[src/rtl/fp_mul_pkg.sv]
// Shared constants and FSM state type for the single-precision multiply path.
// The rounding stage consumes PROD_W bits and produces FRAC_W fraction bits.
package fp_mul_pkg;

  localparam int MANT_W = 24;
  localparam int PROD_W = 2 * MANT_W;
  localparam int FRAC_W = 23;

  typedef enum logic [1:0] {
    IDLE = 2'd0,
    CALC = 2'd1,
    DONE = 2'd2
  } state_t;

endpackage

[src/rtl/mant_mul_seq_if.sv]
// Operand/product handshake bundle between the multiplier and its neighbours.
// master drives operands and out_ready; slave (the multiplier) drives the rest.
interface mant_mul_seq_if #(
  parameter int MANT_W = fp_mul_pkg::MANT_W
);

  logic                  in_valid;
  logic                  in_ready;
  logic [MANT_W-1:0]     mant_a;
  logic [MANT_W-1:0]     mant_b;
  logic                  out_valid;
  logic                  out_ready;
  logic [2*MANT_W-1:0]   product;
  logic                  busy;

  modport master (
    output in_valid, mant_a, mant_b, out_ready,
    input  in_ready, out_valid, product, busy
  );

  modport slave (
    input  in_valid, mant_a, mant_b, out_ready,
    output in_ready, out_valid, product, busy
  );

endinterface

[src/rtl/mant_mul_pp_sel.sv]
// Partial-product select for the shift-and-add multiplier.
// MANT_MUL_RADIX4_EN selects the 0/1x/2x/3x radix-4 mux instead of radix-2 gating.
module mant_mul_pp_sel #(
  parameter int PROD_W = fp_mul_pkg::PROD_W
) (
`ifdef MANT_MUL_RADIX4_EN
  input  logic [PROD_W-1:0] mcand,
  input  logic [PROD_W-1:0] mcand3,
  input  logic [1:0]        mbits,
`else
  input  logic [PROD_W-1:0] mcand,
  input  logic              mbit,
`endif
  output logic [PROD_W-1:0] pp
);

`ifdef MANT_MUL_RADIX4_EN
  always_comb begin
    pp = '0;
    case (mbits)
      2'd0:    pp = '0;
      2'd1:    pp = mcand;
      2'd2:    pp = mcand << 1;
      default: pp = mcand3;
    endcase
  end
`else
  assign pp = mbit ? mcand : '0;
`endif

endmodule

[src/rtl/mant_mul_seq.sv]
// Sequential unsigned significand multiplier: full 2*MANT_W-bit product by shift-and-add.
// Build option MANT_MUL_RADIX4_EN retires two multiplier bits per cycle (MANT_W/2 cycles).
module mant_mul_seq #(
  parameter int MANT_W = fp_mul_pkg::MANT_W
) (
  input  logic                clk,
  input  logic                rst_n,
  mant_mul_seq_if.slave       bus
);

  import fp_mul_pkg::*;

  localparam int PROD_BITS = 2 * MANT_W;
`ifdef MANT_MUL_RADIX4_EN
  localparam int STEP_SH = 2;
`else
  localparam int STEP_SH = 1;
`endif
  localparam int STEPS = MANT_W / STEP_SH;
  localparam int CNT_W = $clog2(STEPS + 1);

`ifdef MANT_MUL_RADIX4_EN
  generate
    if (MANT_W % 2 != 0) begin : g_odd_width
      $error("mant_mul_seq: radix-4 build needs an even MANT_W");
    end
  endgenerate
`endif

  state_t                 state_q, state_d;
  logic [PROD_BITS-1:0]   mcand_q, mcand_d;
  logic [MANT_W-1:0]      mplier_q, mplier_d;
  logic [PROD_BITS-1:0]   acc_q, acc_d;
  logic [CNT_W-1:0]       cnt_q, cnt_d;
  logic                   out_valid_q, out_valid_d;
  logic [PROD_BITS-1:0]   pp;
`ifdef MANT_MUL_RADIX4_EN
  logic [PROD_BITS-1:0]   mcand3_q, mcand3_d;

  mant_mul_pp_sel #(.PROD_W(PROD_BITS)) u_pp_sel (
    .mcand  (mcand_q),
    .mcand3 (mcand3_q),
    .mbits  (mplier_q[1:0]),
    .pp     (pp)
  );
`else
  mant_mul_pp_sel #(.PROD_W(PROD_BITS)) u_pp_sel (
    .mcand  (mcand_q),
    .mbit   (mplier_q[0]),
    .pp     (pp)
  );
`endif

  always_comb begin
    state_d     = state_q;
    mcand_d     = mcand_q;
    mplier_d    = mplier_q;
    acc_d       = acc_q;
    cnt_d       = cnt_q;
    out_valid_d = out_valid_q;
`ifdef MANT_MUL_RADIX4_EN
    mcand3_d    = mcand3_q;
`endif
    case (state_q)
      IDLE: begin
        if (bus.in_valid) begin
          mcand_d  = PROD_BITS'(bus.mant_a);
          mplier_d = bus.mant_b;
          acc_d    = '0;
          cnt_d    = '0;
          state_d  = CALC;
`ifdef MANT_MUL_RADIX4_EN
          mcand3_d = PROD_BITS'(bus.mant_a) + (PROD_BITS'(bus.mant_a) << 1);
`endif
        end
      end
      CALC: begin
        acc_d    = acc_q + pp;
        mcand_d  = mcand_q << STEP_SH;
        mplier_d = mplier_q >> STEP_SH;
        cnt_d    = cnt_q + CNT_W'(1);
`ifdef MANT_MUL_RADIX4_EN
        mcand3_d = mcand3_q << STEP_SH;
`endif
        // No early exit: latency is fixed regardless of operand values.
        if (cnt_q == CNT_W'(STEPS - 1)) begin
          state_d     = DONE;
          out_valid_d = 1'b1;
        end
      end
      DONE: begin
        if (bus.out_ready) begin
          state_d     = IDLE;
          out_valid_d = 1'b0;
        end
      end
      default: begin
        state_d     = IDLE;
        out_valid_d = 1'b0;
      end
    endcase
  end

  always_ff @(posedge clk or negedge rst_n) begin
    if (!rst_n) begin
      state_q     <= IDLE;
      mcand_q     <= '0;
      mplier_q    <= '0;
      acc_q       <= '0;
      cnt_q       <= '0;
      out_valid_q <= 1'b0;
`ifdef MANT_MUL_RADIX4_EN
      mcand3_q    <= '0;
`endif
    end else begin
      state_q     <= state_d;
      mcand_q     <= mcand_d;
      mplier_q    <= mplier_d;
      acc_q       <= acc_d;
      cnt_q       <= cnt_d;
      out_valid_q <= out_valid_d;
`ifdef MANT_MUL_RADIX4_EN
      mcand3_q    <= mcand3_d;
`endif
    end
  end

  // Product comes straight from the accumulator; it is frozen once in DONE.
  assign bus.in_ready  = (state_q == IDLE);
  assign bus.busy      = (state_q != IDLE);
  assign bus.out_valid = out_valid_q;
  assign bus.product   = acc_q;

endmodule
[src/flat_wrapper.sv]
// flat-port wrapper written by rule: the top's interface ports become plain ports
module mant_mul_seq_flat import fp_mul_pkg::*;
#(
  parameter int MANT_W = fp_mul_pkg::MANT_W
)
  (clk, rst_n, bus_in_valid, bus_mant_a, bus_mant_b, bus_out_ready, bus_in_ready, bus_out_valid, bus_product, bus_busy);
  mant_mul_seq_if #(.MANT_W(MANT_W)) bus_i ();
  input  logic clk;
  input  logic rst_n;
  input wire logic [$bits(bus_i.in_valid)-1:0] bus_in_valid;
  input wire logic [$bits(bus_i.mant_a)-1:0] bus_mant_a;
  input wire logic [$bits(bus_i.mant_b)-1:0] bus_mant_b;
  input wire logic [$bits(bus_i.out_ready)-1:0] bus_out_ready;
  output wire logic [$bits(bus_i.in_ready)-1:0] bus_in_ready;
  output wire logic [$bits(bus_i.out_valid)-1:0] bus_out_valid;
  output wire logic [$bits(bus_i.product)-1:0] bus_product;
  output wire logic [$bits(bus_i.busy)-1:0] bus_busy;
  assign bus_i.in_valid = bus_in_valid;
  assign bus_i.mant_a = bus_mant_a;
  assign bus_i.mant_b = bus_mant_b;
  assign bus_i.out_ready = bus_out_ready;
  assign bus_in_ready = bus_i.in_ready;
  assign bus_out_valid = bus_i.out_valid;
  assign bus_product = bus_i.product;
  assign bus_busy = bus_i.busy;
  mant_mul_seq #(.MANT_W(MANT_W)) u_core (.clk(clk), .rst_n(rst_n), .bus(bus_i));
endmodule
[config.mk]
export PLATFORM = sky130hd
export DESIGN_NAME = mant_mul_seq_flat
export DESIGN_NICKNAME = d
export VERILOG_FILES = /design/src/rtl/fp_mul_pkg.sv /design/src/rtl/mant_mul_seq_if.sv /design/src/rtl/mant_mul_pp_sel.sv /design/src/rtl/mant_mul_seq.sv /design/src/flat_wrapper.sv
export SDC_FILE = /design/constraint.sdc
export NUM_CORES = 1
export LEC_CHECK = 0
export CORE_MARGIN = 5
export CORE_UTILIZATION = 41
export DETAILED_ROUTE_END_ITERATION = 10
export HOLD_SLACK_MARGIN = 0.06
export SLEW_MARGIN = 20
export SYNTH_ARGS = -nofsm -noshare
export SYNTH_HDL_FRONTEND = slang
export SYNTH_SLANG_ARGS = --single-unit
[constraint.sdc]
create_clock -name clk -period 4.15 [get_ports clk]
set_clock_uncertainty 0.05 [all_clocks]
set_input_delay 0.83 -clock clk [delete_from_list [all_inputs] [get_ports clk]]
set_output_delay 0.83 -clock clk [all_outputs]
set_load 0.01 [all_outputs]
# [After elaboration in Yosys (flattened, before gate mapping)]
# Cells that the tools add are included.
[classes] addsub=2 n_eq_ne=6 n_mux=16 n_bitwise=1 n_reduce_logical=6
[ops] operator="48-bit one-hot mux with 2 select lines" n=2
[ops] operator="48-bit 2-to-1 mux" n=3
[ops] operator="48-bit adder" n=1
[ops] operator="24-bit one-hot mux with 2 select lines" n=1
[ops] operator="24-bit 2-to-1 mux" n=1
[ops] operator="5-bit one-hot mux with 2 select lines" n=1
[ops] operator="2-bit 2-to-1 mux" n=3
[ops] operator="2-bit one-hot mux with 3 select lines" n=1
[ops] operator="3-bit AND reduction" n=2
[ops] operator="5-bit by 1-bit adder with 5-bit output (second input constant)" n=1
[ops] operator="5-bit equality test (second input constant)" n=1
[ops] operator="5-bit 2-to-1 mux" n=1
[ops] operator="2-bit != test (second input constant)" n=2
[ops] operator="2-bit nonzero test" n=2
[ops] operator="1-bit one-hot mux with 3 select lines" n=1
[ops] operator="2-bit by 1-bit equality test with 1-bit output (second input constant)" n=1
[ops] operator="2-bit equality test (second input constant)" n=1
[ops] operator="2-bit zero test" n=1
[ops] operator="1-bit 2-to-1 mux" n=2
[ops] operator="2-bit by 1-bit != test with 1-bit output (second input constant)" n=1
[ops] operator="2-bit AND reduction" n=1
[ops] operator="1-bit inverter" n=1
[totals] ff_bits=128 inputBits=52 output_inout_bits=51 elab_cells=37

# [Depth between registers and ports, before layout]
# Gate-level depths: netlist of run 1.
[depth] depth_word=3 depth_mapped=16 ltp_nobuf=14

# [By module]
# A second synthesis of run 1 with hierarchy kept.
[hier_totals] hier_cells=896 area_unflattened_um2=8137.8
[by_module_without_submodules] module="mant_mul_seq" instances=1 cells_each=843 area_per_inst_um2=7767.4 seq_area_each_um2=3203.1
[by_module_without_submodules] module="mant_mul_pp_sel" instances=1 cells_each=53 area_per_inst_um2=370.4 seq_area_each_um2=0.0

# [Worst setup path after synthesis of run 1]
# Ideal clock, no wire load.
[synth_path] path_kind="register to register" startpoint="register u_core.mplier_q[0]" endpoint="register u_core.acc_q[40] (netlist: u_core.bus.product[40])" setup_ns=0.133 t_arrival_ns=3.139 required_time_ns=3.967 setup_slack_ns=0.827 stages_incl_launch_ff=16 path_buffers=1 period_less_slack_ns=3.323 path_cell_list="dfrtp_1 > clkbuf_1 > and2_1 > ha_1 > fa_1 > a211oi_2 > o21ai_1 > a21oi_1 > o21bai_1 > a31oi_1 > o21ai_1 > a221oi_2 > o21ai_1 > a41oi_1 > xor2_1 > o21ai_0"
[synth_via] elab_chain_cells=3
[synth_rtl] element="from (decl)" line="mant_mul_seq.sv:32" source="logic [MANT_W-1:0] mplier_q, mplier_d;"
[synth_rtl] element="from (signal assigned)" line="mant_mul_seq.sv:118" source="mplier_q <= mplier_d;"
[synth_rtl] element="48-bit 2-to-1 mux" line="mant_mul_pp_sel.sv:28" source="assign pp = mbit ? mcand : '0;"
[synth_rtl] element="48-bit adder" line="mant_mul_seq.sv:78" source="acc_d = acc_q + pp;"
[synth_rtl] element="48-bit one-hot mux with 2 select lines" line="mant_mul_seq.sv:64" source="case (state_q)"
[synth_rtl] element="to (signal assigned)" line="mant_mul_seq.sv:109" source="acc_q <= '0;"
[synth_rtl] element="to (signal assigned)" line="mant_mul_seq.sv:119" source="acc_q <= acc_d;"
[synth_rtl] element="to (decl)" line="mant_mul_seq.sv:33" source="logic [PROD_BITS-1:0] acc_q, acc_d;"
# No other way between the ends.
# A chain may end at the register's enable or synchronous reset.

# [Worst setup path after layout of run 1]
# Ends and elaborated chain as after synthesis.

==> results of run 1 <==
## power by group through the flow
stage	Sequential (mW)	Combinational (mW)	Clock, mW
global route	2.24	3.04	1.64
detailed placement	2.18	2.72	0
global placement	2.19	2.69	0
floorplan	2.14	1.72	0
finish	2.17	2.72	1.55
CTS	2.17	2.72	1.59
## sequential cells by signal (all words and copies together), names as in the netlist
signal	cells
u_core.mcand_q	48
u_core.state_q	2
u_core.cnt_q	5
u_core.bus.product	48
u_core.bus.out_valid	1
u_core.mplier_q	24
## cell usage in the layout, fill, tap and decap left out, drive strengths merged, types with 18 or more instances in the layout
cell type / count
ha: 48
o21ai: 128
xor2: 23
nor2: 21
clkdlybuf4s50: 101
and3b: 23
and2: 49
a21o: 28
a22oi: 24
xnor2: 18
a22o: 29
nand2: 119
a21oi: 81
clkbuf: 22
dfrtp: 128
## layout make-up
| class | count | area share (%) |
|---|---|---|
| Inverter | 14 | 0.5321 |
| Multi-Input combinational cell | 699 | 45.86 |
| Tap cell | 265 | 3.357 |
| Timing Repair Buffer | 115 | 11.55 |
| Clock buffer | 22 | 4.903 |
| Sequential cell | 128 | 32.45 |
| Clock inverter | 10 | 1.343 |
## logic make-up (layout without fill, tap and decap cells)
group,count (synthesis),in the layout,share of synthesized area (%)
simple gates,269,269,17.53
mux,2,2,0.2663
fa+ha+maj,49,49,7.771
compound gates,338,338,26.48
xor+xnor,41,41,4.496
buf+inv,71,161,3.353
flops,128,128,40.11
## worst paths after layout
path,start,to,cells past startpoint
worst min register to register,u_core.mplier_q[14]$_DFFE_PN0P_,u_core.mplier_q[14]$_DFFE_PN0P_,2
worst max-delay path,u_core.mplier_q[0]$_DFFE_PN0P_,u_core.bus.product[40]$_DFFE_PN0P_,14
max in group asynchronous,rst_n,u_core.mcand_q[38]$_DFFE_PN0P_,2
worst max register to register,u_core.mplier_q[0]$_DFFE_PN0P_,u_core.bus.product[40]$_DFFE_PN0P_,14
min in group clk,u_core.mplier_q[14]$_DFFE_PN0P_,u_core.mplier_q[14]$_DFFE_PN0P_,2
worst min-delay path,rst_n,u_core.mcand_q[18]$_DFFE_PN0P_,1
## stage by stage
step,cells,util (%),instance area (µm²)
after global placement,1221,47.89,9259
after CTS,1253,51.08,9876
final,1253,51.08,9876
after floorplan,898,-,7986
after detailed placement,1221,47.89,9259
after global routing,1253,51.08,9876
## routing by layer
layer	global-route usage [%]	vias to the layer above	wire [µm]	part of all wire, %
li1	-	3402	-	-
met1	28.40	3250	10480	51
met2	28.08	132	8795	43
met3	4.482	15	1037	5.1
met4	4.485	0	186	0.91
met5	0	-	0	0
==> results by group, run 1 <==
Status
  • Run status: finished, final reports clean

GRT
  • Initial antenna violation count: 0
  • Overflow after GRT: 0
  • Largest net degree at the start of global routing: 77
  • Total GRT Usage: 19.06%
  • Global-route wire length before repair: 34470 µm
  • Vias in the first global route: 6623

Clock tree
  • Root Driver: clkbuf_16
  • Bufs on Longest Clock Path: 2
  • Clk pin slew, worst setup/hold paths: 60 ps
  • CTS buffer count: 17
  • Worst-Skew Late Latency: 420 ps
  • Clock Sinks: 128
  • CTS Hold Bufs: 0
  • CTS H-tree depth: 4
  • Post-CTS setup buffer count: 0
  • Post-CTS Resized: 0
  • CTS tree: yes

Route
  • Via count: 6799
  • DRT iter0 DRCs: 337
  • Wire per inst: 16.36 µm
  • Final WL: 20500 µm
  • Drt first pass iters: 5
  • Detail Route Antenna Nets: 0
  • Residual DRC: 0
  • Drt via density: 5.426

Run
  • Max-cap viol count: 0

Worst setup path
  • Crit path arrival time: 4030 ps
  • Worst path buffer plus inverter count: 1
  • Crit-path slowest cell: fa_1
  • Crit path max-delay family: compound AO/OA/AOI/OAI gates
  • Critical path peak fanout: 32
  • FF-to-FF setup slack: 350 ps
  • WS Path Type: register to register
  • Crit path largest cell delay: 460 ps
  • Critical-path cell list: buf_4 > and2_1 > fa_1 > a211oi_2 > o21ai_1 > a21oi_1 > o21bai_1 > a31oi_1 > o21ai_1 > a221oi_2 > o21ai_1 > a41oi_1 > xor2_1 > o21ai_0
  • Crit-path most repeated cell: o21ai_1
  • Crit. End Element: register
  • Critical Path Source Type: register
  • CP required: 4380 ps

Finish
  • Multi-input gate area in the final layout: 4529 µm²
  • FF/Latch Area: 3204 µm²
  • Share of cells above drive strength 1: 5.870%
  • Final #Nets: 1076
  • Ant diodes: 0
  • Fillers: 1834
  • Synth-to-Final Area Change: 23.66%

Yosys
  • Asr flop ratio synth: 100.0%
  • Most frequent cell after synthesis: dfrtp_1
  • Mean Syn Cell Area: 8.894 µm²
  • Unique masters post-synth: 58
  • Synth area leader: dfrtp_1
  • Post-Syn Nets: 999
  • Sequential fraction of the synthesis area: 40.11%
  • Top post-synthesis cells by area: dfrtp_1 40%, ha_1 7.5%, o21ai_0 7.5%
  • Ys Warns: 0
  • Mapped Area: 7986 µm²
  • Yosys top cell area share: 40.11%
  • FF+latch count, synth: 128
  • Syn Inst Count: 898
  • Number of synthesized flops with an enable pin: 0
  • Prevailing post-synth register cell: dfrtp_1
  • Most instantiated cells after synthesis: 128 x dfrtp_1, 120 x o21ai_0, 119 x nand2_1, 81 x a21oi_1, 56 x clkbuf_1

Timing
  • Hold Slack: 421.7 ps
  • Fmax: 0.2635 GHz
  • Min Tclk post-route: 3796 ps
  • Endpoints failing setup: 0
  • Slew margin rel.: 30.53%
  • Pins Over Slew Limit: 0
  • Setup ws final: 354.2 ps
  • Worst-margin pin slew: 1039 ps
  • Setup tns final: 0 ps
  • Fin crit share: 91.46%
  • Final-report hold violation count: 0
  • RSZ-0062 raised after global routing: false

Pwr
  • P_sw: 2.422 mW
  • Switching share of power: 37.62%
  • P_int: 4.016 mW
  • Sequential share of power: 33.7%
  • Comb pwr share: 42.2%
  • Power Density: 651.9 nW/µm²
  • Clock power frac: 24.1%
  • Max VDD drop: 0.3247 mV
  • Leakage: 4.449 nW
  • Tot Pwr: 6.438 mW

Floorplan
  • CORE AREA: 19330 µm²
  • Area of the die: 22370 µm²
  • Die W: 149.6 µm
  • Initial core utilization: 41.31%
  • Ports: 103
  • FP Rows: 51
  • Die H: 149.6 µm

Placed design
  • Routability cong.: 0.9078
  • Hpwl dp: 14500 µm
  • Count of input and output buffers: 102
  • Pre-CTS setup slack: 380.3 ps

Hold path
  • Hold WC Path Type: input pin to asynchronous set/reset pin
Power figures use the tool's default switching activity.
==> run 2, diff against run 1 <==
Settings changed: CTS_BUF_LIST set to sky130_fd_sc_hd__clkbuf_2 sky130_fd_sc_hd__clkbuf_4 sky130_fd_sc_hd__clkbuf_8, GPL_TIMING_DRIVEN set to 1.
==> results by group, run 2 (synthesis gave the netlist of run 1 again) <==
Floorplan
  • Area of the die: 22370 µm² (unchanged)
  • CORE AREA: 19330 µm² (unchanged)
  • Die H: 149.6 µm (unchanged)
  • Die W: 149.6 µm (unchanged)
  • FP Rows: 51 (unchanged)
  • Ports: 103 (unchanged)
  • Initial core utilization: 41.31% (unchanged)

Timing
  • Min Tclk post-route: 3810 ps (+13.96 ps)
  • Endpoints failing setup: 0 (unchanged)
  • RSZ-0062 raised after global routing: false
  • Fin crit share: 91.80% (+0.34 points)
  • Pins Over Slew Limit: 0 (unchanged)
  • Setup tns final: 0 ps (unchanged)
  • Final-report hold violation count: 0 (unchanged)
  • Setup ws final: 340.2 ps (-13.96 ps)
  • Slew margin rel.: 29.91% (-0.62 points)
  • Worst-margin pin slew: 1049 ps (+9.306 ps)
  • Fmax: 0.2625 GHz (-0.37%)

Clock tree
  • Post-CTS Resized: 0 (unchanged)
  • CTS buffer count: 17 (unchanged)
  • CTS tree: yes
  • CTS H-tree depth: 4 (unchanged)
  • CTS Hold Bufs: 0 (unchanged)
  • Clock Sinks: 128 (unchanged)
  • Root Driver: clkbuf_8
  • Worst-Skew Late Latency: 450 ps (+30 ps)
  • Clk pin slew, worst setup/hold paths: 70 ps (about the same)
  • Bufs on Longest Clock Path: 2 (unchanged)
  • Post-CTS setup buffer count: 0 (unchanged)

GRT
  • Initial antenna violation count: 0 (unchanged)
  • Overflow after GRT: 0 (unchanged)
  • Global-route wire length before repair: 34520 µm (+0.14%)
  • Largest net degree at the start of global routing: 77 (unchanged)
  • Vias in the first global route: 6635 (+0.18%)
  • Total GRT Usage: 19.13% (+0.070 points)

Pwr
  • Power Density: 624.1 nW/µm² (-4.3%)
  • Leakage: 4.365 nW (-1.9%)
  • Sequential share of power: 35.8% (+2.1 points)
  • Tot Pwr: 6.046 mW (-6.1%)
  • Max VDD drop: 0.2475 mV (-24%)
  • Switching share of power: 39.30% (+1.7 points)
  • P_int: 3.670 mW (-8.6%)
  • Comb pwr share: 44.9% (+2.7 points)
  • P_sw: 2.376 mW (-1.9%)
  • Clock power frac: 19.3% (-4.8 points)

Finish
  • Fillers: 1858 (+1.3%)
  • Commonest non-fill, non-tap cell in the layout: dfrtp_1
  • Share of cells above drive strength 1: 5.972% (+0.10 points)
  • Cell area after layout: 9688 µm² (-1.9%)
  • FF/Latch Area: 3204 µm² (unchanged)
  • Most frequent cells in the layout: 127 x dfrtp_1, 120 x o21ai_0, 119 x nand2_1, 101 x clkdlybuf4s50_1, 81 x a21oi_1
  • Multi-input gate area in the final layout: 4529 µm² (unchanged)
  • Ant diodes: 0 (unchanged)
  • Final #Nets: 1076 (unchanged)
  • Final core occ: 50.11% (-0.97 points)
  • Synth-to-Final Area Change: 21.31%

Route
  • Detail Route Antenna Nets: 0 (unchanged)
  • Wire per inst: 16.43 µm (+0.38%)
  • Residual DRC: 0 (unchanged)
  • DRT iter0 DRCs: 327 (-3.0%)
  • Final WL: 20580 µm (+0.38%)
  • Drt first pass iters: 4 (-1)
  • Drt via density: 5.403 (-0.43%)
  • Via count: 6770 (-0.43%)

Worst setup path
  • Critical-path cell list: buf_4 > and2_1 > fa_1 > a211oi_2 > o21ai_1 > a21oi_1 > o21bai_1 > a31oi_1 > o21ai_1 > a221oi_2 > o21ai_1 > a41oi_1 > xor2_1 > o21ai_0
  • WS Path Type: register to register
  • Crit-path most repeated cell: o21ai_1
  • Crit-path slowest cell: fa_1
  • Critical path peak fanout: 32 (unchanged)
  • Crit path largest cell delay: 460 ps (about the same)
  • Crit path arrival time: 4070 ps (+40 ps)
  • CP required: 4410 ps (+30 ps)
  • Critical Path Source Type: register
  • Crit. End Element: register

Placed design
  • Routability cong.: 0.9078 (unchanged)
  • Count of input and output buffers: 102 (unchanged)
  • Placement Cell Area: 9259 µm² (unchanged)
  • Hpwl dp: 14500 µm (unchanged)
  • Pre-CTS setup slack: 380.3 ps (unchanged)

Status
  • Run status: finished, final reports clean

Run
  • Max-cap viol count: 0 (unchanged)

Hold path
  • Hold WC Path Type: input pin to asynchronous set/reset pin
[run 2: layout make-up]
type                            count  area share [%]
Multi-Input combinational cell    699           46.75
Sequential cell                   128           33.08
Clock buffer                       22           3.061
Clock inverter                     10           1.369
Tap cell                          265           3.422
Timing Repair Buffer              115           11.78
Inverter                           14          0.5424
[run 2: layer usage]
metal	GRT usage, %	share of wire [%]
met1	28.42	50
met3	3.967	5.5
met4	4.897	0.72
met5	0	0
met2	28.48	43
[run 2: metrics by stage]
step | hold WS, ps | cells
after detailed placement | 420.7 | 1221
after global routing | 435.2 | 1253
final | 388.1 | 1253
after floorplan | 399.7 | 898
after global placement | 413.6 | 1221
after CTS | 399.2 | 1253
[run 2: path summary, 6_finish.rpt]
| kind | start | endpoint | slack, ps | cells past startpoint |
|---|---|---|---|---|
| setup / recovery | u_core.mplier_q[0]$_DFFE_PN0P_ | u_core.bus.product[40]$_DFFE_PN0P_ | 340 | 14 |
| hold / removal | rst_n | u_core.mcand_q[18]$_DFFE_PN0P_ | 390 | 1 |
| setup reg to reg | u_core.mplier_q[0]$_DFFE_PN0P_ | u_core.bus.product[40]$_DFFE_PN0P_ | 340 | 14 |
| hold reg to reg | u_core.mplier_q[12]$_DFFE_PN0P_ | u_core.mplier_q[12]$_DFFE_PN0P_ | 440 | 2 |
| max in group asynchronous | rst_n | u_core.bus.product[25]$_DFFE_PN0P_ | 2880 | 2 |
| min in group clk | u_core.mplier_q[12]$_DFFE_PN0P_ | u_core.mplier_q[12]$_DFFE_PN0P_ | 440 | 2 |
[run 2: critical path: cells and delay by family, from the launching register on]
kind                     cells  cell delay [ps]
AO/OA/AOI/OAI               10             2150
XOR/XNOR                     1              160
adder cells (fa/ha/maj)      1              460
buffers and inverters        1              240
flip-flops                   1              390
AND/OR/NAND/NOR              1              220
[run 2: power groups by stage]
stage               sequential (mW)  clock [mW]  combinational (mW)
global placement               2.19           0                2.69
floorplan                      2.14           0                1.72
CTS                            2.17        1.19                2.73
finish                         2.17        1.16                2.72
detailed placement             2.18           0                2.72
global route                   2.24        1.25                3.04
